`config.mk`:
```
export PLATFORM = sky130hd
export DESIGN_NAME = uart_packet_tx_flat
export DESIGN_NICKNAME = d
export VERILOG_FILES = /design/src/rtl/uart_pkg.sv /design/src/rtl/uart_packet_tx_if.sv /design/src/rtl/uart_baud_tick.sv /design/src/rtl/uart_packet_tx.sv /design/src/flat_wrapper.sv
export SDC_FILE = /design/constraint.sdc
export NUM_CORES = 1
export LEC_CHECK = 0
export ABC_AREA = 1
export CORE_AREA = 3 3 104 106
export CTS_BUF_LIST = sky130_fd_sc_hd__clkbuf_16
export DETAILED_ROUTE_END_ITERATION = 8
export DIE_AREA = 0 0 107 109
export GPL_TIMING_DRIVEN = 0
export RECOVER_POWER = 50
export SYNTH_ARGS = -nofsm -noshare
export SYNTH_HDL_FRONTEND = slang
export SYNTH_SLANG_ARGS = --single-unit
```
`constraint.sdc`:
```
create_clock -name clk -period 3.05 [get_ports clk]
set_input_delay 0.61 -clock clk [delete_from_list [all_inputs] [get_ports clk]]
set_output_delay 0.61 -clock clk [all_outputs]
set_load 0.01 [all_outputs]
```
`src/rtl/uart_pkg.sv`:
```
// Shared types, line levels and the parity helper for the packet UART transmitter.
// Contents:
//   uart_tx_state_t   - transmit FSM state encoding
//   UART_IDLE_LEVEL   - line level while idle / during stop bits
//   UART_START_LEVEL  - line level of the start bit
//   uart_parity()     - parity of up to 9 data bits, odd flag selects odd parity
package uart_pkg;

  typedef enum logic [2:0] {
    IDLE,
    START,
    DATA,
    PARITY,
    STOP
  } uart_tx_state_t;

  localparam logic UART_IDLE_LEVEL  = 1'b1;
  localparam logic UART_START_LEVEL = 1'b0;

  // Narrower words are zero-extended by the caller, which leaves the XOR unchanged.
  function automatic logic uart_parity(input logic [8:0] data, input logic odd);
    return (^data) ^ odd;
  endfunction

endpackage

```
`src/rtl/uart_packet_tx_if.sv`:
```
// Packet-side bus of the UART transmitter.
// Signals:
//   packet       - PACKET_BYTES words of DATA_BITS, word 0 in the LSBs
//   data_ready   - start request (master -> slave)
//   data_clear   - synchronous abort (master -> slave)
//   tx           - serial line, idle high (slave -> master)
//   busy         - packet in flight (slave -> master)
//   byte_index   - word currently on the line (slave -> master)
//   byte_done    - one-cycle pulse at the end of each frame (slave -> master)
//   packet_done  - one-cycle pulse at the end of the last frame (slave -> master)
// Modports: master = packet source, slave = transmitter.
interface uart_packet_tx_if #(
  parameter int unsigned PACKET_BYTES = 4,
  parameter int unsigned DATA_BITS    = 8
);

  localparam int unsigned IDX_W = $clog2(PACKET_BYTES) + 1;

  logic [PACKET_BYTES*DATA_BITS-1:0] packet;
  logic                              data_ready;
  logic                              data_clear;
  logic                              tx;
  logic                              busy;
  logic [IDX_W-1:0]                  byte_index;
  logic                              byte_done;
  logic                              packet_done;

  modport master (
    output packet, data_ready, data_clear,
    input  tx, busy, byte_index, byte_done, packet_done
  );

  modport slave (
    input  packet, data_ready, data_clear,
    output tx, busy, byte_index, byte_done, packet_done
  );

endinterface

```
`src/rtl/uart_baud_tick.sv`:
```
// Bit-period timer: tick is a registered one-cycle pulse every CLKS_PER_BIT cycles.
// Ports:
//   clk, rst  - clock, asynchronous active-high reset
//   clear     - restarts the period (counter back to 0, no tick)
//   tick      - high during the last cycle of each bit period
module uart_baud_tick #(
  parameter int unsigned CLKS_PER_BIT = 16
) (
  input  logic clk,
  input  logic rst,
  input  logic clear,
  output logic tick
);

  localparam int unsigned CNT_W = (CLKS_PER_BIT > 1) ? $clog2(CLKS_PER_BIT) : 1;
  localparam logic [CNT_W-1:0] CNT_LAST     = CNT_W'(CLKS_PER_BIT - 1);
  localparam logic [CNT_W-1:0] CNT_PRE_LAST = CNT_W'(CLKS_PER_BIT - 2);

  logic [CNT_W-1:0] cnt_q;

  // tick is registered one cycle early so it coincides with cnt_q == CNT_LAST.
  always_ff @(posedge clk or posedge rst) begin
    if (rst) begin
      cnt_q <= '0;
      tick  <= 1'b0;
    end else if (clear || (cnt_q == CNT_LAST)) begin
      cnt_q <= '0;
      tick  <= 1'b0;
    end else begin
      cnt_q <= cnt_q + CNT_W'(1);
      tick  <= (cnt_q == CNT_PRE_LAST);
    end
  end

endmodule

```
`src/rtl/uart_packet_tx.sv`:
```
// Packet UART transmitter: latches a multi-word packet and sends it as back-to-back
// UART frames (start, DATA_BITS LSB first, optional parity, STOP_BITS stop), word 0 first.
// Ports:
//   clk, rst  - clock, asynchronous active-high reset
//   bus       - uart_packet_tx_if.slave (packet, data_ready, data_clear in;
//               tx, busy, byte_index, byte_done, packet_done out, all registered)
// Build option: define UART_TX_PARITY_EN to insert a parity bit after the data bits
// (even parity, or odd when PARITY_ODD=1).
module uart_packet_tx
  import uart_pkg::*;
#(
  parameter int unsigned PACKET_BYTES = 4,
  parameter int unsigned DATA_BITS    = 8,
  parameter int unsigned CLKS_PER_BIT = 16,
  parameter int unsigned STOP_BITS    = 1,
  parameter int unsigned PARITY_ODD   = 0
) (
  input  logic             clk,
  input  logic             rst,
  uart_packet_tx_if.slave  bus
);

  localparam int unsigned IDX_W = $clog2(PACKET_BYTES) + 1;
  localparam int unsigned PKT_W = PACKET_BYTES * DATA_BITS;
  localparam int unsigned BIT_W = $clog2(DATA_BITS);

  localparam logic [IDX_W-1:0] LAST_IDX  = IDX_W'(PACKET_BYTES - 1);
  localparam logic [BIT_W-1:0] LAST_BIT  = BIT_W'(DATA_BITS - 1);
  localparam logic             LAST_STOP = 1'(STOP_BITS - 1);

  uart_tx_state_t   state_q, state_d;
  logic             tx_q, tx_d;
  logic             busy_q, busy_d;
  logic [IDX_W-1:0] idx_q, idx_d;
  logic             byte_done_q, byte_done_d;
  logic             packet_done_q, packet_done_d;
  logic [PKT_W-1:0] pkt_q, pkt_d;
  logic [DATA_BITS-1:0] shreg_q, shreg_d;
  logic [BIT_W-1:0] bit_cnt_q, bit_cnt_d;
  logic             stop_cnt_q, stop_cnt_d;

  logic             tick;
  logic             baud_clear_c;
  logic [DATA_BITS-1:0] word_c;

  // The bit timer is held at zero while idle so the start bit gets a full period.
  assign baud_clear_c = (state_q == IDLE) || bus.data_clear;

  uart_baud_tick #(
    .CLKS_PER_BIT(CLKS_PER_BIT)
  ) u_baud_tick (
    .clk  (clk),
    .rst  (rst),
    .clear(baud_clear_c),
    .tick (tick)
  );

  // The latched packet is shifted down one word per frame, so the current word is always at the bottom.
  assign word_c = pkt_q[DATA_BITS-1:0];

  // State and output registers.
  always_ff @(posedge clk or posedge rst) begin
    if (rst) begin
      state_q       <= IDLE;
      tx_q          <= UART_IDLE_LEVEL;
      busy_q        <= 1'b0;
      idx_q         <= '0;
      byte_done_q   <= 1'b0;
      packet_done_q <= 1'b0;
      pkt_q         <= '0;
      shreg_q       <= '0;
      bit_cnt_q     <= '0;
      stop_cnt_q    <= 1'b0;
    end else begin
      state_q       <= state_d;
      tx_q          <= tx_d;
      busy_q        <= busy_d;
      idx_q         <= idx_d;
      byte_done_q   <= byte_done_d;
      packet_done_q <= packet_done_d;
      pkt_q         <= pkt_d;
      shreg_q       <= shreg_d;
      bit_cnt_q     <= bit_cnt_d;
      stop_cnt_q    <= stop_cnt_d;
    end
  end

  // Next-state and next-output logic; every transition happens on a bit-period tick.
  always_comb begin
    state_d       = state_q;
    tx_d          = tx_q;
    busy_d        = busy_q;
    idx_d         = idx_q;
    byte_done_d   = 1'b0;
    packet_done_d = 1'b0;
    pkt_d         = pkt_q;
    shreg_d       = shreg_q;
    bit_cnt_d     = bit_cnt_q;
    stop_cnt_d    = stop_cnt_q;

    if (bus.data_clear) begin
      // Abort wins over everything, including a same-cycle start request.
      state_d    = IDLE;
      tx_d       = UART_IDLE_LEVEL;
      busy_d     = 1'b0;
      idx_d      = '0;
      bit_cnt_d  = '0;
      stop_cnt_d = 1'b0;
    end else begin
      unique case (state_q)
        IDLE: begin
          if (bus.data_ready) begin
            state_d = START;
            tx_d    = UART_START_LEVEL;
            busy_d  = 1'b1;
            idx_d   = '0;
            pkt_d   = bus.packet;
          end
        end

        START: begin
          if (tick) begin
            state_d   = DATA;
            tx_d      = word_c[0];
            shreg_d   = word_c >> 1;
            bit_cnt_d = '0;
          end
        end

        DATA: begin
          if (tick) begin
            if (bit_cnt_q == LAST_BIT) begin
`ifdef UART_TX_PARITY_EN
              state_d = PARITY;
              tx_d    = uart_parity(9'(word_c), 1'(PARITY_ODD));
`else
              state_d    = STOP;
              tx_d       = UART_IDLE_LEVEL;
              stop_cnt_d = 1'b0;
`endif
            end else begin
              tx_d      = shreg_q[0];
              shreg_d   = shreg_q >> 1;
              bit_cnt_d = bit_cnt_q + BIT_W'(1);
            end
          end
        end

`ifdef UART_TX_PARITY_EN
        PARITY: begin
          if (tick) begin
            state_d    = STOP;
            tx_d       = UART_IDLE_LEVEL;
            stop_cnt_d = 1'b0;
          end
        end
`endif

        STOP: begin
          if (tick) begin
            if (stop_cnt_q == LAST_STOP) begin
              byte_done_d = 1'b1;
              if (idx_q < LAST_IDX) begin
                // Next frame starts immediately, no idle gap between words.
                state_d = START;
                tx_d    = UART_START_LEVEL;
                idx_d   = idx_q + IDX_W'(1);
                pkt_d   = pkt_q >> DATA_BITS;
              end else begin
                state_d       = IDLE;
                packet_done_d = 1'b1;
                busy_d        = 1'b0;
                idx_d         = '0;
              end
            end else begin
              stop_cnt_d = 1'b1;
            end
          end
        end

        default: begin
          state_d = IDLE;
          tx_d    = UART_IDLE_LEVEL;
          busy_d  = 1'b0;
          idx_d   = '0;
        end
      endcase
    end
  end

  assign bus.tx          = tx_q;
  assign bus.busy        = busy_q;
  assign bus.byte_index  = idx_q;
  assign bus.byte_done   = byte_done_q;
  assign bus.packet_done = packet_done_q;

endmodule

```
`src/flat_wrapper.sv`:
```
// flat-port wrapper written by rule: the top's interface ports become plain ports
module uart_packet_tx_flat import uart_pkg::*;
#(
  parameter int unsigned PACKET_BYTES = 4,
  parameter int unsigned DATA_BITS    = 8,
  parameter int unsigned CLKS_PER_BIT = 16,
  parameter int unsigned STOP_BITS    = 1,
  parameter int unsigned PARITY_ODD   = 0
)
  (clk, rst, bus_packet, bus_data_ready, bus_data_clear, bus_tx, bus_busy, bus_byte_index, bus_byte_done, bus_packet_done);
  uart_packet_tx_if #(.PACKET_BYTES(PACKET_BYTES), .DATA_BITS(DATA_BITS)) bus_i ();
  input  logic clk;
  input  logic rst;
  input wire logic [$bits(bus_i.packet)-1:0] bus_packet;
  input wire logic [$bits(bus_i.data_ready)-1:0] bus_data_ready;
  input wire logic [$bits(bus_i.data_clear)-1:0] bus_data_clear;
  output wire logic [$bits(bus_i.tx)-1:0] bus_tx;
  output wire logic [$bits(bus_i.busy)-1:0] bus_busy;
  output wire logic [$bits(bus_i.byte_index)-1:0] bus_byte_index;
  output wire logic [$bits(bus_i.byte_done)-1:0] bus_byte_done;
  output wire logic [$bits(bus_i.packet_done)-1:0] bus_packet_done;
  assign bus_i.packet = bus_packet;
  assign bus_i.data_ready = bus_data_ready;
  assign bus_i.data_clear = bus_data_clear;
  assign bus_tx = bus_i.tx;
  assign bus_busy = bus_i.busy;
  assign bus_byte_index = bus_i.byte_index;
  assign bus_byte_done = bus_i.byte_done;
  assign bus_packet_done = bus_i.packet_done;
  uart_packet_tx #(.PACKET_BYTES(PACKET_BYTES), .DATA_BITS(DATA_BITS), .CLKS_PER_BIT(CLKS_PER_BIT), .STOP_BITS(STOP_BITS), .PARITY_ODD(PARITY_ODD)) u_core (.clk(clk), .rst(rst), .bus(bus_i));
endmodule
```
==> reports/qor.csv, run 1 <==
stage,metric,value,unit
clock_network,Post-CTS Setup Inserts,0,
drt,post-DR vias/cell,4.519,
floorplan,Die X,107,µm
sta,fmax,432.9,MHz
sta,Hold Slack,461.2,ps
sta,Max transition margin,30.81,%
drt,DRC,0,
synthesis,register bit total from synthesis,57,
clock_network,CTS tree,done,
synthesis,Syn. warnings,0,
critical_path,crit-path cells,dlygate4sd3_1 -> inv_1 -> clkbuf_2,
global_route,largest net degree at the start of global routing,32,
power_and_ir_drop,PwrDens,647.4,nW/µm²
clock_network,CTS Hold Bufs,0,
sta,Fin. Hold Viols,0,
critical_path,WP data required,3410,ps
clock_network,Clock Tree Buf Depth,2,
floorplan,core area,9864,µm²
sta,final slew viol count,0,
sta,worst setup margin,740.1,ps
critical_path,data arrival time of the worst path,2670,ps
final_layout,Antenna Cells,0,
synthesis,area share of the largest cell type after synthesis,46.98,%
synthesis,synth top area cells,"dfrtp_1 47%, nand2_1 14%, o21ai_2 7.3%, o21ai_0 6.4%, inv_1 4.8%",
critical_path,Critical Path Start Type,primary input,
power_and_ir_drop,P_leak,1.847,nW
clock_network,clock sinks,57,
critical_path,"Max FO, Critical Path",31,
global_route,remaining global-route overflow,0,
power_and_ir_drop,"Power, Total",2.487,mW
drt,Avg WL per Cell,12.29,µm
global_route,initial antenna violation count,0,
sta,Tmin final,2310,ps
clock_network,# H-tree levels,3,
sta,setup TNS,0,ps
final_layout,area taken by multi-input logic gates,1251,µm²
final_layout,post-route cell area,3841,µm²
sta,Clock Skews,6.602,ps
clock_network,Clock Latency Late Sink,320,ps
synthesis,Synth cell types,31,
critical_path,Crit path max-delay family,buffers and inverters,
placed_design,Post-Place Worst Slack,595.2,ps
job,Max-cap violations,0,
clock_network,CTS Root Cell,clkbuf_16,
critical_path,critical path's largest stage delay,760,ps
floorplan,die area,11660,µm²
floorplan,initial core utilization,30.24,%
final_layout,share of post-route cells with drive strength above 1,15.63,%
synthesis,Post-Synthesis Cells,358,
critical_path,CP Capture Type,async pin,
floorplan,Die H,109,µm
sta,RSZ-0062 raised after global routing,no,
global_route,GR Util All Layers,12.63,%
critical_path,crit path kind,in -> async,
final_layout,total area of sequential cells,1428,µm²
global_route,vias in the first global route,2428,
drt,vias,2481,
sta,final worst path period share,75.73,%
clock_network,"Clk pin slew, worst setup/hold paths",50,ps
synthesis,Syn Area/Cell,8.332,µm²
synthesis,synthesized net count,399,
drt,DRT Wirelength,6747,µm
placed_design,detailed placement HPWL,4964,µm
global_route,first-pass GRT wire length,11570,µm
min_path,Hold Path Class,reg -> reg,
placed_design,input/output buffers,42,
placed_design,gpl congestion,0.7445,
final_layout,Fillers,992,
synthesis,Synth Cell Area,2983,µm²
power_and_ir_drop,Worst IR Drop VDD,0.0003185,V
synthesis,part of the Yosys area used for sequential elements,47.86,%
final_layout,Area growth syn-to-layout,28.78,%
floorplan,row count,36,
drt,Antenna Nets Post-Route,0,
synthesis,leading area contributor after synthesis,dfrtp_1,
clock_network,CTS Buf Count,9,
sta,final setup violating endpoints,0,
floorplan,num ports,43,
status,status,completed,
sta,worst-margin pin slew,1037,ps
placed_design,Area after DPL,3590,µm²
critical_path,Critical-path top delay cell,clkbuf_2,
critical_path,WP buf/inv,3,
drt,DRT iter0 DRCs,132,
drt,drt pass-1 iters,4,
clock_network,Resized cells post-CTS,0,
final_layout,fin nets,453,
[cell usage after synthesis, drive strengths merged]
cell    instances
xor2            1
xnor2           1
a21o            1
clkbuf          4
clkinv          1
nor2           18
inv            44
ha              5
nand3b          1
o21ai          76
o211ai          1
buf            11
nor3            4
dfstp           1
nand3          17
dfrtp          56
nand2         109
or2             3
nand4           4
[layer usage]
metal	up-vias	GRT usage, %	wire [µm]
met5	-	0	0
met4	0	4.658	100
met3	6	3.375	298
met2	57	20.77	3272
met1	1166	16.01	3075
li1	1252	-	-
[cells in the final DEF, fill, tap and decap left out, types with 2 or more instances in the layout]
cell               n
dfrtp_1           56
nor2_1            16
dlygate4sd3_1      2
clkinv_1           3
buf_2              2
inv_2              5
o21ai_0           38
clkbuf_16          9
o21ai_1           13
o21ai_2           25
clkbuf_1           4
or2_2              3
clkinv_2           2
nand2_1          109
nand4_1            3
nand3_1           17
clkdlybuf4s50_1   40
buf_6              8
inv_1             39
nor3_1             2
nor3_2             2
ha_1               5
[final timing paths]
check	startpoint	cells past startpoint	slack, ps	to
setup / recovery	rst	3	740	u_core.pkt_q[9]$_DFFE_PP0P_
hold / removal	u_core.bus.tx$_DFFE_PP1P_	2	460	u_core.bus.tx$_DFFE_PP1P_
setup reg to reg	u_core.state_q[0]$_DFFE_PP0P_	8	1100	u_core.pkt_q[15]$_DFFE_PP0P_
hold reg to reg	u_core.bus.tx$_DFFE_PP1P_	2	460	u_core.bus.tx$_DFFE_PP1P_
max in group clk	bus_data_clear	7	860	u_core.pkt_q[25]$_DFFE_PP0P_
min in group asynchronous	rst	2	980	u_core.u_baud_tick.cnt_q[1]$_DFF_PP0_
[where the power goes]
| part | leakage [nW] | internal [mW] | switching [mW] | total [mW] |
|---|---|---|---|---|
| Clock | 0.141 | 0.613 | 0.321 | 0.934 |
| Combinational | 0.967 | 0.242 | 0.323 | 0.566 |
| Sequential | 0.739 | 0.929 | 0.0581 | 0.987 |
| Total | 1.85 | 1.78 | 0.702 | 2.49 |
[metrics by stage]
| step | utilization [%] | std cells |
|---|---|---|
| 2_1_floorplan | - | 358 |
| 3_3_place_gp | 36.19 | 533 |
| 3_5_place_dp | 36.39 | 534 |
| 4_1_cts | 39.19 | 549 |
| 5_1_grt | 38.94 | 549 |
| 6_report | 38.94 | 549 |
[worst min-delay path: cells and delay by family, from the launching register on]
family / cells / cell delay, ps
flops: 1 / 360
simple gates: 2 / 90
[registers in the layout (all words and copies together) (netlist names)]
name / count
u_core.bit_cnt_q: 3
u_core.bus.busy: 1
u_core.bus.byte_done: 1
u_core.bus.byte_index: 3
u_core.bus.packet_done: 1
u_core.bus.tx: 1
u_core.pkt_q: 32
u_core.shreg_q: 7
u_core.state_q: 3
u_core.u_baud_tick.cnt_q: 4
u_core.u_baud_tick.tick: 1
[cells by family (layout without fill, tap and decap cells)]
family                     count (synthesis)  count (layout)  synth area share, %
and+or+nand+nor                          156             156                22.74
AOI/OAI and AO/OA                         78              78                16.86
buffers and inverters                     60             118                9.858
DFF                                       57              57                47.86
adders and majority gates                  5               5                2.097
xor gates and xnor gates                   2               2               0.5874
[layout make-up]
cell class / count / area share, %
clock buffer: 9 / 5.863
clock inverter: 6 / 1.336
sequential: 57 / 37.17
multi-input combinational: 241 / 32.57
buffer: 15 / 3.192
inverter: 45 / 4.463
tap: 133 / 4.332
timing repair buffer: 43 / 11.07
(Power assumes the default switching activity.)
==> inputs of run 2 (changes only) <==
==> constraint.sdc (replaced) <==
create_clock -name clk -period 1.9 [get_ports clk]
set_input_delay 0.38 -clock clk [delete_from_list [all_inputs] [get_ports clk]]
set_output_delay 0.38 -clock clk [all_outputs]
set_load 0.01 [all_outputs]
==> reports/qor.csv, run 2 (same netlist as run 1, synthesis figures left out) <==
stage,metric,value,unit,change
clock_network,Clock Latency Late Sink,320,ps,about the same
job,Max-cap violations,0,,unchanged
placed_design,Inst Count DP,534,,unchanged
clock_network,CTS Buf Count,9,,unchanged
floorplan,Die X,107,µm,unchanged
final_layout,post-route cell area,3864,µm²,was 3841 µm²
critical_path,CP startpoint,u_core.bus.tx$_DFFE_PP1P_,,was rst
clock_network,clock sinks,57,,unchanged
final_layout,area taken by multi-input logic gates,1267,µm²,was 1251 µm²
final_layout,max reg flops,32,,unchanged
min_path,Hold Path Stages,2,,unchanged
critical_path,Crit path depth,1,,was 3
placed_design,detailed placement HPWL,4964,µm,unchanged
final_layout,fin nets,453,,unchanged
critical_path,crit-path cells,clkdlybuf4s50_1,,was dlygate4sd3_1 -> inv_1 -> clkbuf_2
floorplan,Die H,109,µm,unchanged
critical_path,data arrival time of the worst path,1370,ps,was 2670 ps
power_and_ir_drop,PwrDens,1037,nW/µm²,was 647.4 nW/µm²
final_layout,Post-Layout Cell Count,549,,unchanged
sta,final setup violating endpoints,0,,unchanged
final_layout,Antenna Cells,0,,unchanged
critical_path,WP data required,1520,ps,was 3410 ps
drt,DRT iter0 DRCs,121,,was 132
sta,Hold Slack,461.3,ps,was 461.2 ps
floorplan,core area,9864,µm²,unchanged
critical_path,critical path's largest stage delay,530,ps,was 760 ps
critical_path,flop2flop setup slack,300,ps,was 1100 ps
critical_path,Critical Path Start Type,flop,,was primary input
clock_network,"Clk pin slew, worst setup/hold paths",50,ps,about the same
placed_design,gpl congestion,0.7445,,unchanged
clock_network,Clock Tree Buf Depth,2,,unchanged
sta,worst-margin pin slew,1051,ps,was 1037 ps
drt,vias,2463,,was 2481
clock_network,Resized cells post-CTS,0,,unchanged
drt,drt pass-1 iters,4,,unchanged
critical_path,WP buf/inv,1,,was 3
sta,Max transition margin,29.83,%,was 30.81%
min_path,Hold Path Class,reg -> reg,,unchanged
placed_design,Area after DPL,3590,µm²,unchanged
min_path,min-delay src,u_core.bus.tx$_DFFE_PP1P_,,unchanged
global_route,largest net degree at the start of global routing,32,,unchanged
drt,DRT Wirelength,6749,µm,was 6747 µm
final_layout,largest register by flop count,u_core.pkt_q,,unchanged
global_route,vias in the first global route,2428,,unchanged
min_path,Hold EP,u_core.bus.tx$_DFFE_PP1P_,,unchanged
power_and_ir_drop,Worst IR Drop VDD,0.0005115,V,was 0.0003185 V
final_layout,Area growth syn-to-layout,29.53,%,was 28.78%
sta,fmax,570.5,MHz,
critical_path,crit path kind,reg -> out,,was in -> async
final_layout,share of post-route cells with drive strength above 1,16.11,%,was 15.63%
critical_path,"Max FO, Critical Path",2,,was 31
critical_path,Crit path max-delay family,buffers and inverters,,unchanged
drt,Antenna Nets Post-Route,0,,unchanged
sta,worst setup margin,147.0,ps,was 740.1 ps
floorplan,row count,36,,unchanged
final_layout,"most common cell after layout, fill and taps aside",nand2_1,,unchanged
sta,RSZ-0062 raised after global routing,no,,unchanged
drt,post-DR vias/cell,4.486,,was 4.519
floorplan,initial core utilization,30.24,%,unchanged
clock_network,Post-CTS Setup Inserts,0,,unchanged
critical_path,worst r2r src,u_core.state_q[0]$_DFFE_PP0P_,,unchanged
sta,Fin. Hold Viols,0,,unchanged
global_route,GR Util All Layers,12.63,%,unchanged
global_route,remaining global-route overflow,0,,unchanged
critical_path,r2r endpoint,u_core.pkt_q[15]$_DFFE_PP0P_,,unchanged
clock_network,CTS Root Cell,clkbuf_16,,unchanged
drt,Avg WL per Cell,12.29,µm,about the same
final_layout,"commonest cells after routing, fill and taps aside","108 x nand2_1, 56 x dfrtp_1, 41 x clkdlybuf4s50_1, 39 x inv_1, 38 x o21ai_0",,"was 109 x nand2_1, 56 x dfrtp_1, 40 x clkdlybuf4s50_1, 39 x inv_1, 38 x o21ai_0"
final_layout,total area of sequential cells,1428,µm²,unchanged
clock_network,CTS Hold Bufs,0,,unchanged
placed_design,input/output buffers,42,,unchanged
power_and_ir_drop,"Power, Total",4.008,mW,was 2.487 mW
global_route,first-pass GRT wire length,11570,µm,unchanged
sta,final worst path period share,92.26,%,
critical_path,Critical-path top delay cell,clkdlybuf4s50_1,,was clkbuf_2
global_route,initial antenna violation count,0,,unchanged
power_and_ir_drop,P_leak,1.850,nW,was 1.847 nW
clock_network,CTS tree,done,,unchanged
critical_path,worst reg2reg path depth,8,,unchanged
sta,Tmin final,1753,ps,
status,status,completed,,unchanged
drt,DRC,0,,unchanged
floorplan,die area,11660,µm²,unchanged
final_layout,Top Registers,"u_core.pkt_q: 32 flops, u_core.shreg_q: 7 flops, u_core.u_baud_tick.cnt_q: 4 flops",,unchanged
floorplan,num ports,43,,unchanged
sta,Clock Skews,5.139,ps,was 6.602 ps
clock_network,# H-tree levels,3,,unchanged
critical_path,CP Capture Type,primary output,,was async pin
final_layout,Fillers,988,,was 992
sta,final slew viol count,0,,unchanged
placed_design,Post-Place Worst Slack,-324.8,ps,was 595.2 ps
[run 2: changes by cell type in the layout (fill, tap and decap cells not counted)]
cell and delta:
clkbuf_2 -1, nand2_1 -1, nand2_2 +1, dlygate4sd3_1 -1, nor3_4 +1, nor3_2 -1
nor2_1 -1, nor2_4 +1, clkdlybuf4s50_1 +1, buf_6 +1
[run 2: power by group]
group | internal (mW) | leakage [nW] | switching [mW] | total (mW)
Combinational | 0.396 | 0.970 | 0.525 | 0.921
Clock | 0.985 | 0.141 | 0.515 | 1.50
Sequential | 1.49 | 0.739 | 0.0955 | 1.59
Total | 2.87 | 1.85 | 1.14 | 4.01
[run 2: area by class of cell]
cell class | count | area share, %
sequential | 57 | 36.95
multi-input combinational | 241 | 32.80
timing repair buffer | 43 | 11.17
clock buffer | 9 | 5.829
inverter | 45 | 4.437
tap | 133 | 4.307
buffer | 15 | 3.174
clock inverter | 6 | 1.328
[run 2: worst max-delay path by stage]
stage                                      endpoint  slack [ps]
finish                                       bus_tx         150
CTS                    u_core.pkt_q[25]$_DFFE_PP0P_          10
detailed placement     u_core.pkt_q[25]$_DFFE_PP0P_        -320
global route           u_core.pkt_q[25]$_DFFE_PP0P_          40
floorplan           u_core.bit_cnt_q[0]$_DFFE_PP0P_         120
global placement        u_core.pkt_q[0]$_DFFE_PP0P_        -990
[run 2: metal layers]
layer  share of wire (%)  track usage (%)  vias up
met5                   0                0        -
met4                 1.7            4.658        0
met3                 4.1            3.375        8
met2                  48            20.77       55
met1                  46            16.01     1146
li1                    -                -     1254
[run 2: stage by stage]
stage	util, %	TNS, ps
after global placement	36.19	-58510
after detailed placement	36.39	-3004
after global routing	39.17	0
final	39.17	0
after CTS	39.19	0
after floorplan	-	0
==> inputs of run 3 (changes only) <==
--- a/config.mk
+++ b/config.mk
@@ -6,12 +6,14 @@
 export NUM_CORES = 1
 export LEC_CHECK = 0
 export ABC_AREA = 1
+export CAP_MARGIN = 0
 export CORE_AREA = 3 3 104 106
 export CTS_BUF_LIST = sky130_fd_sc_hd__clkbuf_16
 export DETAILED_ROUTE_END_ITERATION = 8
 export DIE_AREA = 0 0 107 109
 export GPL_TIMING_DRIVEN = 0
 export RECOVER_POWER = 50
+export SLEW_MARGIN = 5
 export SYNTH_ARGS = -nofsm -noshare
 export SYNTH_HDL_FRONTEND = slang
 export SYNTH_SLANG_ARGS = --single-unit
==> results of run 3 <==
Same layout as run 2: the final DEF is identical, and so are final timing and power.
